`config.mk`:
```
export PLATFORM = sky130hd
export DESIGN_NAME = cascade_counter
export DESIGN_NICKNAME = d
export VERILOG_FILES = /design/src/rtl/cascade_counter_pkg.sv /design/src/rtl/counter_digit.sv /design/src/rtl/cascade_counter.sv
export SDC_FILE = /design/constraint.sdc
export NUM_CORES = 1
export LEC_CHECK = 0
export ABC_AREA = 1
export BUFFER_PORTS_ARGS = -buffer_cell sky130_fd_sc_hd__buf_2
export CAP_MARGIN = 20
export CORE_MARGIN = 10
export CORE_UTILIZATION = 45
export CTS_CLUSTER_SIZE = 40
export DETAILED_ROUTE_END_ITERATION = 12
export GPL_ROUTABILITY_DRIVEN = 0
export GPL_TIMING_DRIVEN = 1
export PLACE_DENSITY = 0.74
export SKIP_LAST_GASP = 1
export SYNTH_ARGS = -nofsm -noshare
export SYNTH_HDL_FRONTEND = slang
export SYNTH_SLANG_ARGS = --single-unit
export TNS_END_PERCENT = 100
```
`constraint.sdc`:
```
create_clock -name clk -period 1.2 [get_ports clk]
set_input_delay 0.12 -clock clk [delete_from_list [all_inputs] [get_ports clk]]
set_output_delay 0.12 -clock clk [all_outputs]
set_load 0.1 [all_outputs]
```
`src/rtl/cascade_counter_pkg.sv`:
```
// -----------------------------------------------------------------------------
// cascade_counter_pkg
//
// Purpose:
//   Shared constants and helpers for the cascaded modulo counter.
//   - Default geometry: 2 digits, 4 bits per digit, modulus 10 (two-digit BCD).
//   - digit_lsb(): bit position of a digit's least significant bit inside the
//     packed count/load_val buses. Digit i lives at [i*DIGIT_W +: DIGIT_W].
//
// Ports: none (package).
// -----------------------------------------------------------------------------
package cascade_counter_pkg;

    localparam int DEFAULT_NUM_DIGITS = 2;
    localparam int DEFAULT_DIGIT_W    = 4;
    localparam int DEFAULT_DIGIT_MOD  = 10;

    // Digit 0 is the least significant digit and sits at the bottom of the bus.
    function automatic int digit_lsb(input int idx, input int width);
        return idx * width;
    endfunction

endpackage

```
`src/rtl/counter_digit.sv`:
```
// -----------------------------------------------------------------------------
// counter_digit
//
// Purpose:
//   One modulo-DIGIT_MOD digit of the cascaded counter. The digit steps up or
//   down when 'step' is high, wrapping at the ends of its range, and takes a
//   parallel load value (out-of-range values are forced to 0).
//   Priority on each edge: reset > load > step.
//
// Ports:
//   clk         in   clock, rising edge active
//   reset       in   synchronous active-high reset, digit goes to 0
//   step        in   advance this digit on this edge
//   up          in   1 = increment, 0 = decrement
//   load        in   parallel load strobe
//   load_digit  in   [DIGIT_W-1:0] value to load
//   value       out  [DIGIT_W-1:0] current digit value (registered)
//   at_max      out  value == DIGIT_MOD-1
//   at_zero     out  value == 0
// -----------------------------------------------------------------------------
module counter_digit
    import cascade_counter_pkg::*;
#(
    parameter int DIGIT_W   = DEFAULT_DIGIT_W,
    parameter int DIGIT_MOD = DEFAULT_DIGIT_MOD
) (
    input  logic               clk,
    input  logic               reset,
    input  logic               step,
    input  logic               up,
    input  logic               load,
    input  logic [DIGIT_W-1:0] load_digit,
    output logic [DIGIT_W-1:0] value,
    output logic               at_max,
    output logic               at_zero
);

    // DIGIT_MOD may equal 2**DIGIT_W, which does not fit in DIGIT_W bits, so
    // the range check on load data is done one bit wider.
    localparam logic [DIGIT_W:0]   MOD_EXT = (DIGIT_W + 1)'(DIGIT_MOD);
    localparam logic [DIGIT_W-1:0] MAX_VAL = DIGIT_W'(DIGIT_MOD - 1);

    logic [DIGIT_W-1:0] value_q;
    logic [DIGIT_W-1:0] value_next;
    logic [DIGIT_W-1:0] load_clamped;

    assign at_max  = (value_q == MAX_VAL);
    assign at_zero = (value_q == '0);
    assign value   = value_q;

    // Loading an illegal digit must never leave the digit outside its range.
    assign load_clamped = ({1'b0, load_digit} >= MOD_EXT) ? '0 : load_digit;

    // Next-value selection: load wins over step; a stepping digit wraps at
    // either end of its range.
    always_comb begin
        value_next = value_q;
        if (load) begin
            value_next = load_clamped;
        end else if (step) begin
            if (up) begin
                value_next = at_max ? '0 : value_q + 1'b1;
            end else begin
                value_next = at_zero ? MAX_VAL : value_q - 1'b1;
            end
        end
    end

    // Digit register with synchronous reset.
    always_ff @(posedge clk) begin
        if (reset) begin
            value_q <= '0;
        end else begin
            value_q <= value_next;
        end
    end

endmodule

```
`src/rtl/cascade_counter.sv`:
```
// -----------------------------------------------------------------------------
// cascade_counter
//
// Purpose:
//   Up/down counter built from NUM_DIGITS cascaded modulo-DIGIT_MOD digits
//   (defaults give a two-digit BCD counter 00..99). Supports synchronous
//   parallel load, a combinational terminal-count flag and a registered
//   wrap pulse.
//
// Ports:
//   clk       in   clock, rising edge active
//   reset     in   synchronous active-high reset (count and wrap to 0)
//   en        in   count enable, one step per cycle
//   up        in   1 = increment, 0 = decrement
//   load      in   synchronous parallel load strobe (overrides en)
//   load_val  in   [NUM_DIGITS*DIGIT_W-1:0] load value, digit i at [i*DIGIT_W +: DIGIT_W]
//   count     out  [NUM_DIGITS*DIGIT_W-1:0] current count, same packing
//   tc        out  next enabled step wraps the whole counter (combinational)
//   wrap      out  one-cycle pulse: the counter wrapped on the previous edge
// -----------------------------------------------------------------------------
module cascade_counter
    import cascade_counter_pkg::*;
#(
    parameter int NUM_DIGITS = DEFAULT_NUM_DIGITS,
    parameter int DIGIT_W    = DEFAULT_DIGIT_W,
    parameter int DIGIT_MOD  = DEFAULT_DIGIT_MOD
) (
    input  logic                          clk,
    input  logic                          reset,
    input  logic                          en,
    input  logic                          up,
    input  logic                          load,
    input  logic [NUM_DIGITS*DIGIT_W-1:0] load_val,
    output logic [NUM_DIGITS*DIGIT_W-1:0] count,
    output logic                          tc,
    output logic                          wrap
);

    // A modulus below 2 is meaningless and one above 2**DIGIT_W cannot be
    // represented by a digit, so refuse to build either.
    if (DIGIT_MOD < 2 || DIGIT_MOD > (2 ** DIGIT_W)) begin : g_bad_param
        $error("cascade_counter: DIGIT_MOD (%0d) must be in 2..2**DIGIT_W (DIGIT_W=%0d)",
               DIGIT_MOD, DIGIT_W);
    end

    // chain_max[i]  : every digit below i is at DIGIT_MOD-1
    // chain_zero[i] : every digit below i is at 0
    // The top entry of each chain covers the whole counter and drives tc.
    logic [NUM_DIGITS:0]   chain_max;
    logic [NUM_DIGITS:0]   chain_zero;
    logic [NUM_DIGITS-1:0] digit_at_max;
    logic [NUM_DIGITS-1:0] digit_at_zero;
    logic [NUM_DIGITS-1:0] digit_step;
    logic                  wrap_q;

    assign chain_max[0]  = 1'b1;
    assign chain_zero[0] = 1'b1;

    for (genvar i = 0; i < NUM_DIGITS; i++) begin : g_digit
        localparam int LSB = digit_lsb(i, DIGIT_W);

        assign chain_max[i+1]  = chain_max[i]  & digit_at_max[i];
        assign chain_zero[i+1] = chain_zero[i] & digit_at_zero[i];

        // A digit steps only when every lower digit is about to carry/borrow.
        assign digit_step[i] = en & (up ? chain_max[i] : chain_zero[i]);

        counter_digit #(
            .DIGIT_W   (DIGIT_W),
            .DIGIT_MOD (DIGIT_MOD)
        ) u_digit (
            .clk        (clk),
            .reset      (reset),
            .step       (digit_step[i]),
            .up         (up),
            .load       (load),
            .load_digit (load_val[LSB +: DIGIT_W]),
            .value      (count[LSB +: DIGIT_W]),
            .at_max     (digit_at_max[i]),
            .at_zero    (digit_at_zero[i])
        );
    end

    // A load cancels stepping on this edge, so it also cancels terminal count;
    // that is what keeps wrap low on the cycle after a load.
    assign tc = en & ~load & (up ? chain_max[NUM_DIGITS] : chain_zero[NUM_DIGITS]);

    // wrap is tc delayed by one edge, cleared by reset.
    always_ff @(posedge clk) begin
        if (reset) begin
            wrap_q <= 1'b0;
        end else begin
            wrap_q <= tc;
        end
    end

    assign wrap = wrap_q;

endmodule

```
==> impl_metrics.json <==
{
  "layout.nets": 201,
  "power_leakage_nw": 0.681,
  "regArea_sq_um": 210,
  "grt_max_degree": 11,
  "dpl_cell_area_sq_um": 1190,
  "setup_slack_ps": -297,
  "multiInputGateArea_sq_um": 607,
  "cp_slowest_cell": "dfxtp_4",
  "syn-instance-count": 140,
  "dieWidth_um": 61.8,
  "die_y_um": 61.8,
  "postCtsHoldBufs": 0,
  "die_area_sq_um": 3820,
  "min_period_over_period": 1.25,
  "violations": "negative setup slack",
  "fillers": 114,
  "status": "finished with violations",
  "fin_crit_ps": 1500,
  "required_ps": 1080,
  "core_sq_um": 1690,
  "rr_worst_depth": 11,
  "ys_types": 22,
  "critical_path_buf_inv_count": 1,
  "rows": 15,
  "cp-end-kind": "output port",
  "diodes": 0,
  "whs_path_depth": 2,
  "cts_tree": "done",
  "final_common_cell": "nand2_1",
  "synth_warnings": 0,
  "first_global_vias": 997,
  "insertion_delay_ps": 280,
  "start_kind": "flip-flop",
  "max_slew_margin": 0.678,
  "powerDensity_nw_per_um2": 1000,
  "cts.htree.levels": 1,
  "root_buffer": "clkbuf_4",
  "numCtsBuffers": 3,
  "vias": 1111,
  "synth_area_sq_um": 786,
  "syn_avg_cell_area_sq_um": 5.61,
  "crit_path_max_fanout": 3,
  "crit_family": "simple AND/OR/NAND/NOR gates",
  "worstMarginPinSlew_ps": 486,
  "total_power_mw": 1.38,
  "drv_cap": 0,
  "area_growth_pct": 75.3,
  "mostFrequentLayoutCells": "nand2_1, buf_4, nand3_1",
  "final_cell_area_sq_um": 1380,
  "rsz0062_at_grt": "yes",
  "drt_first_iter_violations": 31,
  "ios": 23,
  "hold_viol": 0,
  "cp_common_cell": "nor2_4",
  "dr.pass1.iters": 4,
  "skew_ps": 11.0,
  "clock.fmax_ghz": 0.668,
  "worstSetupStartpoint": "g_digit[1].u_digit.value[1]$_SDFFE_PP0P_",
  "port_buffers": 22,
  "clkTransAtPathRegs_ps": 70,
  "start_util": 0.465,
  "reg2reg_from": "g_digit[1].u_digit.value[0]$_SDFFE_PP0P_",
  "grt_pass1_wl_um": 4220,
  "cpPeakStageDelay_ps": 370,
  "vias_per_cell": 5.45,
  "clock-sinks": 9,
  "drive_above_1_share": 0.513,
  "hold_path_class": "input pin to flip-flop",
  "crit_type": "flip-flop to output port",
  "ant_nets": 0,
  "clockBufferDepth": 2,
  "ys_seq_area_frac": 0.229,
  "wire_per_inst_um": 14.1,
  "syn_nets": 153,
  "grt_overflow": 0,
  "grtUsageTotal": 0.141,
  "slew_viol_final": 0,
  "cp_num_cells": 6,
  "finalSetupViolations": 6,
  "antenna_found_initial": 0,
  "whs_ps": 102,
  "arrival_ps": 1380,
  "drc": 0,
  "hold_path_startpoint": "reset",
  "ir_worst_vdd_mv": 0.706,
  "crit_chain": "nor2_4 > nand3_2 > nand2_1 > o211ai_1 > nor2_4 > buf_12",
  "wl_um": 2880,
  "dp_hpwl_um": 1910,
  "ys_ff_latch": 9
}
==> layout make-up <==
class	count	area share
Clock buffer	4	0.0191
Inverter	19	0.0554
Multi-Input combinational cell	110	0.441
Sequential cell	9	0.153
Tap cell	17	0.0154
Timing Repair Buffer	45	0.317
==> cells in the mapped netlist <==
| cell type | n | share of area |
|---|---|---|
| nand2_1 | 42 | 0.20 |
| o21ai_1 | 4 | 0.025 |
| a21oi_1 | 7 | 0.045 |
| nor2_2 | 1 | 0.0080 |
| nand2_4 | 1 | 0.014 |
| clkinv_1 | 1 | 0.0048 |
| nand3_4 | 1 | 0.022 |
| nor3_1 | 1 | 0.0064 |
| nor2_4 | 1 | 0.014 |
| inv_2 | 6 | 0.029 |
| o211ai_1 | 2 | 0.019 |
| nand2_2 | 3 | 0.024 |
| dfxtp_1 | 9 | 0.23 |
| nand3_1 | 17 | 0.11 |
| buf_2 | 2 | 0.013 |
| o21ai_0 | 7 | 0.045 |
| nor4_1 | 1 | 0.0080 |
| a21oi_2 | 1 | 0.011 |
| nor2_1 | 17 | 0.081 |
| o21bai_1 | 2 | 0.019 |
| a31oi_1 | 2 | 0.016 |
| inv_1 | 12 | 0.057 |
==> kinds of logic after synthesis <==
family / synth area share
AO/OA/AOI/OAI: 0.180
AND/OR/NAND/NOR: 0.487
buffers and inverters: 0.103
flip-flops: 0.229
==> final timing paths <==
check / to / slack (ps)
max: tc / -300
min: g_digit[0].u_digit.value[3]$_SDFFE_PP0P_ / 100
max reg2reg: g_digit[1].u_digit.value[1]$_SDFFE_PP0P_ / -180
min reg2reg: g_digit[0].u_digit.value[3]$_SDFFE_PP0P_ / 610
==> flip-flops by register name, indices dropped and copies added (netlist names) <==
name                   flops
wrap                       1
g_digit.u_digit.value      8
==> metrics by stage <==
stage | TNS [ps] | utilization | worst slack (ps) | instances
4_1_cts | -420 | 0.758 | -267 | 201
5_1_grt | -1170 | 0.816 | -346 | 204
3_5_place_dp | -37.3 | 0.704 | -19.9 | 190
3_3_place_gp | 0 | 0.704 | 10.6 | 190
6_report | -693 | 0.816 | -297 | 204
2_1_floorplan | -584 | - | -347 | 140
==> where the power goes <==
group	leakage (nW)	switching [mW]	internal [mW]
registers	0.0794	0.0378	0.322
clock network	0.0150	0.126	0.129
logic	0.587	0.464	0.304
==> repair_timing <==
action / CTS / global route
endpoints found under the setup margin: 3 / 11
pin swaps: 5 / 8
gates resized for setup: 5 / 24
setup buffers: 7 / 3
==> metal layers <==
metal	up-vias	wire length [um]	global-route usage
li1	557	-	-
met1	506	1270	0.182
met2	43	1380	0.233
met3	5	194	0.0285
met4	0	32	0.0350
met5	-	0	0
Power figures use the tool's default switching activity.
